$ cat src/rtl/cordic_pkg.sv
// cordic_pkg
//   Shared definitions for the CORDIC custom-instruction controller.
//   - WIDTH      : fractional bits of the internal Q2.WIDTH fixed-point words.
//   - fixed_t    : signed WIDTH+2 bit datapath word.
//   - ONE_Q/K_Q  : +1.0 and the CORDIC gain compensation constant.
//   - ATAN_TAB   : round(atan(2^-i) * 2^WIDTH) for i = 0..WIDTH-1.
//   - state_t    : controller FSM states.
//   The arctangent table is hand-tabulated for WIDTH = 24, so WIDTH lives
//   here rather than as a module parameter.
package cordic_pkg;

  localparam int WIDTH              = 24;
  localparam int ITERATIONS_DEFAULT = 22;
  localparam int IW                 = $clog2(WIDTH);

  typedef logic signed [WIDTH+1:0] fixed_t;

  localparam fixed_t ONE_Q = fixed_t'(16777216);  // 1.0 in Q2.24
  localparam fixed_t K_Q   = fixed_t'(10188014);  // 0.6072529350 * 2^24

  localparam fixed_t ATAN_TAB [0:WIDTH-1] = '{
    fixed_t'(13176795), fixed_t'(7778716),  fixed_t'(4110060),  fixed_t'(2086331),
    fixed_t'(1047214),  fixed_t'(524117),   fixed_t'(262123),   fixed_t'(131069),
    fixed_t'(65536),    fixed_t'(32768),    fixed_t'(16384),    fixed_t'(8192),
    fixed_t'(4096),     fixed_t'(2048),     fixed_t'(1024),     fixed_t'(512),
    fixed_t'(256),      fixed_t'(128),      fixed_t'(64),       fixed_t'(32),
    fixed_t'(16),       fixed_t'(8),        fixed_t'(4),        fixed_t'(2)
  };

  typedef enum logic [1:0] {
    IDLE = 2'd0,
    LOAD = 2'd1,
    ITER = 2'd2,
    PACK = 2'd3
  } state_t;

endpackage

$ cat src/rtl/cordic_iter_stage.sv
// cordic_iter_stage
//   One combinational rotation-mode CORDIC micro-rotation.
//   Ports:
//     x, y, z           : current vector and residual angle (Q2.WIDTH)
//     i                 : iteration index, used as shift amount and table index
//     x_next, y_next,
//     z_next            : vector and residual angle after this micro-rotation
module cordic_iter_stage
  import cordic_pkg::*;
(
  input  fixed_t          x,
  input  fixed_t          y,
  input  fixed_t          z,
  input  logic [IW-1:0]   i,
  output fixed_t          x_next,
  output fixed_t          y_next,
  output fixed_t          z_next
);

  fixed_t x_sh;
  fixed_t y_sh;
  fixed_t ang;

  always_comb begin
    x_sh = x >>> i;
    y_sh = y >>> i;
    ang  = ATAN_TAB[i];
    // Rotate toward zero residual angle: d = +1 while z is non-negative.
    if (!z[WIDTH+1]) begin
      x_next = x - y_sh;
      y_next = y + x_sh;
      z_next = z - ang;
    end else begin
      x_next = x + y_sh;
      y_next = y - x_sh;
      z_next = z + ang;
    end
  end

endmodule

$ cat src/rtl/cordic_packer.sv
// cordic_packer
//   Combinational Q2.WIDTH -> float32 conversion.
//   Ports:
//     q : signed fixed-point input
//     f : IEEE-754 single-precision result (mantissa truncated)
//   Zero packs to +0.0; negative inputs pack as sign-magnitude.
module cordic_packer
  import cordic_pkg::*;
(
  input  fixed_t      q,
  output logic [31:0] f
);

  logic             neg;
  logic [WIDTH+1:0] mag;
  logic [22:0]      mant;
  int               p;

  always_comb begin
    neg = q[WIDTH+1];
    mag = neg ? -q : q;
    // Position of the leading one; the highest set bit wins.
    p = 0;
    for (int b = 0; b < WIDTH + 2; b++) begin
      if (mag[b]) p = b;
    end
    // Normalise the leading one to bit 63, then bits 62:40 are the fraction.
    mant = 23'((64'(mag) << (63 - p)) >> 40);
    f    = '0;
    if (mag != '0) begin
      f = {neg, 8'(127 + p - WIDTH), mant};
    end
  end

endmodule

$ cat src/rtl/cordic_unpacker.sv
// cordic_unpacker
//   Combinational float32 -> Q2.WIDTH conversion with saturation to +/-1.0.
//   Ports:
//     f : IEEE-754 single-precision input (radians)
//     q : signed fixed-point result, clamped to [-ONE_Q, +ONE_Q]
//   Zeros and denormals map to 0; |f| >= 1.0, Inf and NaN saturate to 1.0
//   with the input sign. Bits below 2^-WIDTH are truncated.
module cordic_unpacker
  import cordic_pkg::*;
(
  input  logic [31:0] f,
  output fixed_t      q
);

  logic [7:0]       e;
  logic [23:0]      m;
  logic [WIDTH+1:0] mag;
  int               amt;

  always_comb begin
    e   = f[30:23];
    m   = {1'b1, f[22:0]};
    mag = '0;
    amt = 0;
    if (e == 8'd0) begin
      mag = '0;
    end else if (e >= 8'd127) begin
      mag = ONE_Q;
    end else begin
      // The mantissa is parked 40 bits up so the shift is always rightward:
      // fixed = m * 2^(e - 150 + WIDTH) = (m << 40) >> (190 - WIDTH - e).
      amt = 190 - WIDTH - int'(e);
      mag = (WIDTH+2)'({m, 40'd0} >> amt);
    end
    q = f[31] ? -fixed_t'(mag) : fixed_t'(mag);
  end

endmodule

$ cat src/rtl/cordic_ctrl.sv
// cordic_ctrl
//   Multicycle custom-instruction controller computing cos/sin of a float32
//   angle: unpack (LOAD), ITERATIONS micro-rotations (ITER), pack (PACK).
//   Ports:
//     clk     : system clock
//     reset   : asynchronous active-high reset, aborts any operation
//     clk_en  : clock enable; low freezes every register including done
//     start   : request pulse, accepted only in IDLE outside the done cycle
//     n       : function select latched at start (0 = cos, 1 = sin)
//     dataa   : float32 angle in radians, latched at start
//     done    : completion pulse (stretched while clk_en is low)
//     result  : float32 result, held from done until the next done
//   ITERATIONS must lie in 1..WIDTH.
module cordic_ctrl
  import cordic_pkg::*;
#(
  parameter int ITERATIONS = ITERATIONS_DEFAULT
)(
  input  logic        clk,
  input  logic        reset,
  input  logic        clk_en,
  input  logic        start,
  input  logic        n,
  input  logic [31:0] dataa,
  output logic        done,
  output logic [31:0] result
);

  state_t        state_reg;
  state_t        state_next;
  fixed_t        x_reg;
  fixed_t        y_reg;
  fixed_t        z_reg;
  logic [IW-1:0] i_reg;
  logic          n_reg;
  logic [31:0]   dataa_reg;
  logic          done_reg;
  logic [31:0]   result_reg;

  fixed_t        z_load;
  fixed_t        x_step;
  fixed_t        y_step;
  fixed_t        z_step;
  fixed_t        pack_in;
  logic [31:0]   packed_val;
  logic          accept;
  logic          last_iter;

  // done_reg is high exactly in the IDLE cycle that follows PACK, so gating
  // on it drops a start that coincides with the completion pulse.
  assign accept    = (state_reg == IDLE) && start && !done_reg;
  assign last_iter = (i_reg == IW'(ITERATIONS - 1));
  assign pack_in   = n_reg ? y_reg : x_reg;

  cordic_unpacker u_unpack (
    .f (dataa_reg),
    .q (z_load)
  );

  cordic_iter_stage u_iter (
    .x      (x_reg),
    .y      (y_reg),
    .z      (z_reg),
    .i      (i_reg),
    .x_next (x_step),
    .y_next (y_step),
    .z_next (z_step)
  );

  cordic_packer u_pack (
    .q (pack_in),
    .f (packed_val)
  );

  always_comb begin
    state_next = state_reg;
    case (state_reg)
      IDLE:    if (accept) state_next = LOAD;
      LOAD:    state_next = ITER;
      ITER:    if (last_iter) state_next = PACK;
      PACK:    state_next = IDLE;
      default: state_next = IDLE;
    endcase
  end

  always_ff @(posedge clk or posedge reset) begin
    if (reset) begin
      state_reg  <= IDLE;
      x_reg      <= '0;
      y_reg      <= '0;
      z_reg      <= '0;
      i_reg      <= '0;
      n_reg      <= 1'b0;
      dataa_reg  <= '0;
      done_reg   <= 1'b0;
      result_reg <= '0;
    end else if (clk_en) begin
      state_reg <= state_next;
      done_reg  <= (state_reg == PACK);
      if (accept) begin
        n_reg     <= n;
        dataa_reg <= dataa;
      end
      case (state_reg)
        LOAD: begin
          x_reg <= K_Q;
          y_reg <= '0;
          z_reg <= z_load;
          i_reg <= '0;
        end
        ITER: begin
          x_reg <= x_step;
          y_reg <= y_step;
          z_reg <= z_step;
          i_reg <= i_reg + 1'b1;
        end
        PACK: result_reg <= packed_val;
        default: ;
      endcase
    end
  end

  assign done   = done_reg;
  assign result = result_reg;

endmodule

$ cat config.mk
export PLATFORM = sky130hd
export DESIGN_NAME = cordic_ctrl
export DESIGN_NICKNAME = d
export VERILOG_FILES = /design/src/rtl/cordic_pkg.sv /design/src/rtl/cordic_iter_stage.sv /design/src/rtl/cordic_packer.sv /design/src/rtl/cordic_unpacker.sv /design/src/rtl/cordic_ctrl.sv
export SDC_FILE = /design/constraint.sdc
export NUM_CORES = 1
export LEC_CHECK = 0
export CAP_MARGIN = 25
export CORE_MARGIN = 1.5
export CORE_UTILIZATION = 40
export DETAILED_ROUTE_END_ITERATION = 8
export MAX_ROUTING_LAYER = met4
export PLACE_DENSITY_LB_ADDON = 0.12
export SYNTH_ARGS = -nofsm -noshare
export SYNTH_HDL_FRONTEND = slang
export SYNTH_SLANG_ARGS = --single-unit
$ cat constraint.sdc
create_clock -name clk -period 6.6 [get_ports clk]
set_clock_uncertainty 0.1 [all_clocks]
set_input_delay 0.99 -clock clk [delete_from_list [all_inputs] [get_ports clk]]
set_output_delay 0.99 -clock clk [all_outputs]
set_load 0.02 [all_outputs]
==> impl_metrics.json <==
{
  "synth_nets": 2728,
  "core_mm2": 0.05151,
  "hold_violations": 0,
  "synth-edff-count": 0,
  "vias_per_cell": 6.405,
  "tritoncts": "built",
  "top_usage_layer": "met2",
  "drc": 0,
  "cp.required_ns": 6.85,
  "design_area_mm2": 0.02319,
  "setup.worst_path.class": "flip-flop to flip-flop",
  "worst_pin_slew_ns": 0.8743,
  "fin_nets": 2747,
  "synth_compound_area_frac": 0.2592,
  "slowest_delay_ns": 0.61,
  "synth_area_leaders": "dfrtp_1, mux4_2, ha_1, nand2_1, mux2_2",
  "synthArstFlopShare": 1.000,
  "synth_adder_area_share": 0.06022,
  "path_clk_slew_ns": 0.09,
  "wire_per_inst_um": 23.94,
  "slowest_stage": "dfrtp_4",
  "die_w_um": 231.8,
  "clock-sinks": 151,
  "min_period_over_period": 0.9540,
  "grtUsageMet2": 0.4913,
  "yosys_warnings": 0,
  "grt_usage": 0.3017,
  "min_period_ns": 6.296,
  "cts_buffers": 17,
  "synth_top_family_by_area": "compound AO/OA/AOI/OAI gates",
  "insertion_delay_ns": 0.52,
  "root_buffer": "clkbuf_16",
  "grt_pass1_wl_um": 122600,
  "clock.fmax_mhz": 158.8,
  "rows": 83,
  "routed_wl_um": 79080,
  "dieArea_mm2": 0.05374,
  "grt_pass1_vias": 20478,
  "setup_viol": 0,
  "routabilityCongestion": 0.9543,
  "crit_path_max_fanout": 20,
  "place_area_mm2": 0.02254,
  "diodes": 0,
  "antenna_found_initial": 1,
  "met3_usage": 0.03806,
  "port_buffers": 69,
  "cap_violations": 0,
  "synth_ff_type": "dfrtp_1",
  "yosys_register_bits": 151,
  "syn2layout_area_growth_pct": 10.74,
  "outcome": "completed",
  "clock_path_buffers": 2,
  "endpoint_kind": "flip-flop",
  "synth.avg_cell_area_um2": 8.080,
  "ctsHtreeMaxLevel": 4,
  "initial_core_util": 0.4066,
  "ant_nets": 0,
  "hold_class": "flip-flop to flip-flop",
  "drtIter0Drc": 1740,
  "synthMuxAreaShare": 0.1719,
  "drive_above_1_share": 0.1460,
  "hpwl_um": 60090,
  "slew_viol_final": 0,
  "die_h_um": 231.8,
  "layout_common_cells": "nand2_1, nor2_1, a21oi_1",
  "grt_start_max_net_pins": 65,
  "rsz0062_at_grt": "false",
  "ys_seq_area_frac": 0.1804,
  "synth_area_mm2": 0.02094,
  "vias": 21162,
  "slew_headroom": 0.4150,
  "final_common_cell": "nand2_1",
  "overflow": 0,
  "synth.top_cell.area_share": 0.1804,
  "firstDrtPassIters": 5,
  "yosys.area_share.simple": 0.2033,
  "syn_inst": 2592,
  "cp-start-kind": "flip-flop",
  "use_met1": 0.3780,
  "ys_types": 110,
  "synthXorXnorAreaFrac": 0.07761,
  "crit_arrival_ns": 6.55,
  "timing.setup.tns_ns": 0,
  "holdBufCountCts": 0,
  "yosysTopAreaCell": "dfrtp_1",
  "num_io_pins": 70
}
[kinds of logic (layout without fill, tap and decap cells)]
| group | count (synthesis) | in the layout |
|---|---|---|
| flip-flops | 151 | 151 |
| AND/OR/NAND/NOR | 878 | 878 |
| XOR/XNOR | 183 | 183 |
| AO/OA/AOI/OAI | 795 | 795 |
| adder cells (fa/ha/maj) | 99 | 99 |
| buffers and inverters | 231 | 263 |
| multiplexers | 255 | 255 |
[through the flow]
step / cells / utilization / worst slack (ns) / hold WS (ns)
after floorplan: 2592 / - / 0.5944 / 0.3453
after global placement: 3266 / 0.4377 / 0.1970 / 0.3673
after detailed placement: 3266 / 0.4377 / 0.1439 / 0.3739
after CTS: 3298 / 0.4489 / 0.1107 / 0.3931
after global routing: 3304 / 0.4503 / 0.005625 / 0.4167
final: 3304 / 0.4503 / 0.3036 / 0.3856
[routing by layer]
layer | share of wire | vias up
met3 | 0.048 | 138
li1 | - | 9854
met1 | 0.44 | 10438
met4 | 0.037 | 0
met5 | 0 | -
met2 | 0.48 | 732
[cells in the mapped netlist, drive strengths merged, types with 25 or more instances]
| master | n |
|---|---|
| nand2 | 273 |
| nor2 | 224 |
| a21oi | 188 |
| o21ai | 168 |
| dfrtp | 151 |
| xnor2 | 110 |
| clkbuf | 99 |
| ha | 96 |
| mux2i | 95 |
| mux2 | 85 |
| buf | 76 |
| mux4 | 75 |
| xor2 | 73 |
| nand3 | 70 |
| nor3 | 70 |
| inv | 54 |
| a31oi | 45 |
| nand2b | 39 |
| a211oi | 34 |
| a21o | 32 |
| o211ai | 32 |
| and3 | 27 |
| and2 | 25 |
| o31ai | 25 |
[final timing paths]
check	startpoint	end	slack (ns)	cells past startpoint
max in group asynchronous	reset	i_reg[1]	4.29	3
min reg2reg	result[24]	result[24]	0.39	2
min in group asynchronous	reset	z_reg[11]	0.80	2
min	result[24]	result[24]	0.39	2
max reg2reg	i_reg[1]	x_reg[24]	0.30	25
max	i_reg[1]	x_reg[24]	0.30	25
[cell type report]
class / count / area [µm²]
multi-input cells: 2210 / 16260
well taps: 680 / 850.8
clock buffers: 17 / 425.4
flip-flops and latches: 151 / 3787
inverters: 56 / 215.2
fillers: 5170 / 28320
repair buffers: 175 / 1499
clock inverters: 15 / 152.6
[timing repair]
action                                  CTS  global route
endpoints found under the setup margin    0             6
resized for setup                         0             7
buffers inserted                          0             6
[critical path: cells and delay by family, from the launching register on]
kind            cells  cell delay [ns]
mux                 3             1.39
compound gates      9             1.78
simple gates        6             0.85
xor+xnor            2             0.25
flops               1             0.61
buf+inv             4             0.80
fa+ha+maj           1             0.34
Power is left out: the tool's default activity adds up to more than one toggle a clock period on the data nets, which glitch-free logic cannot reach.
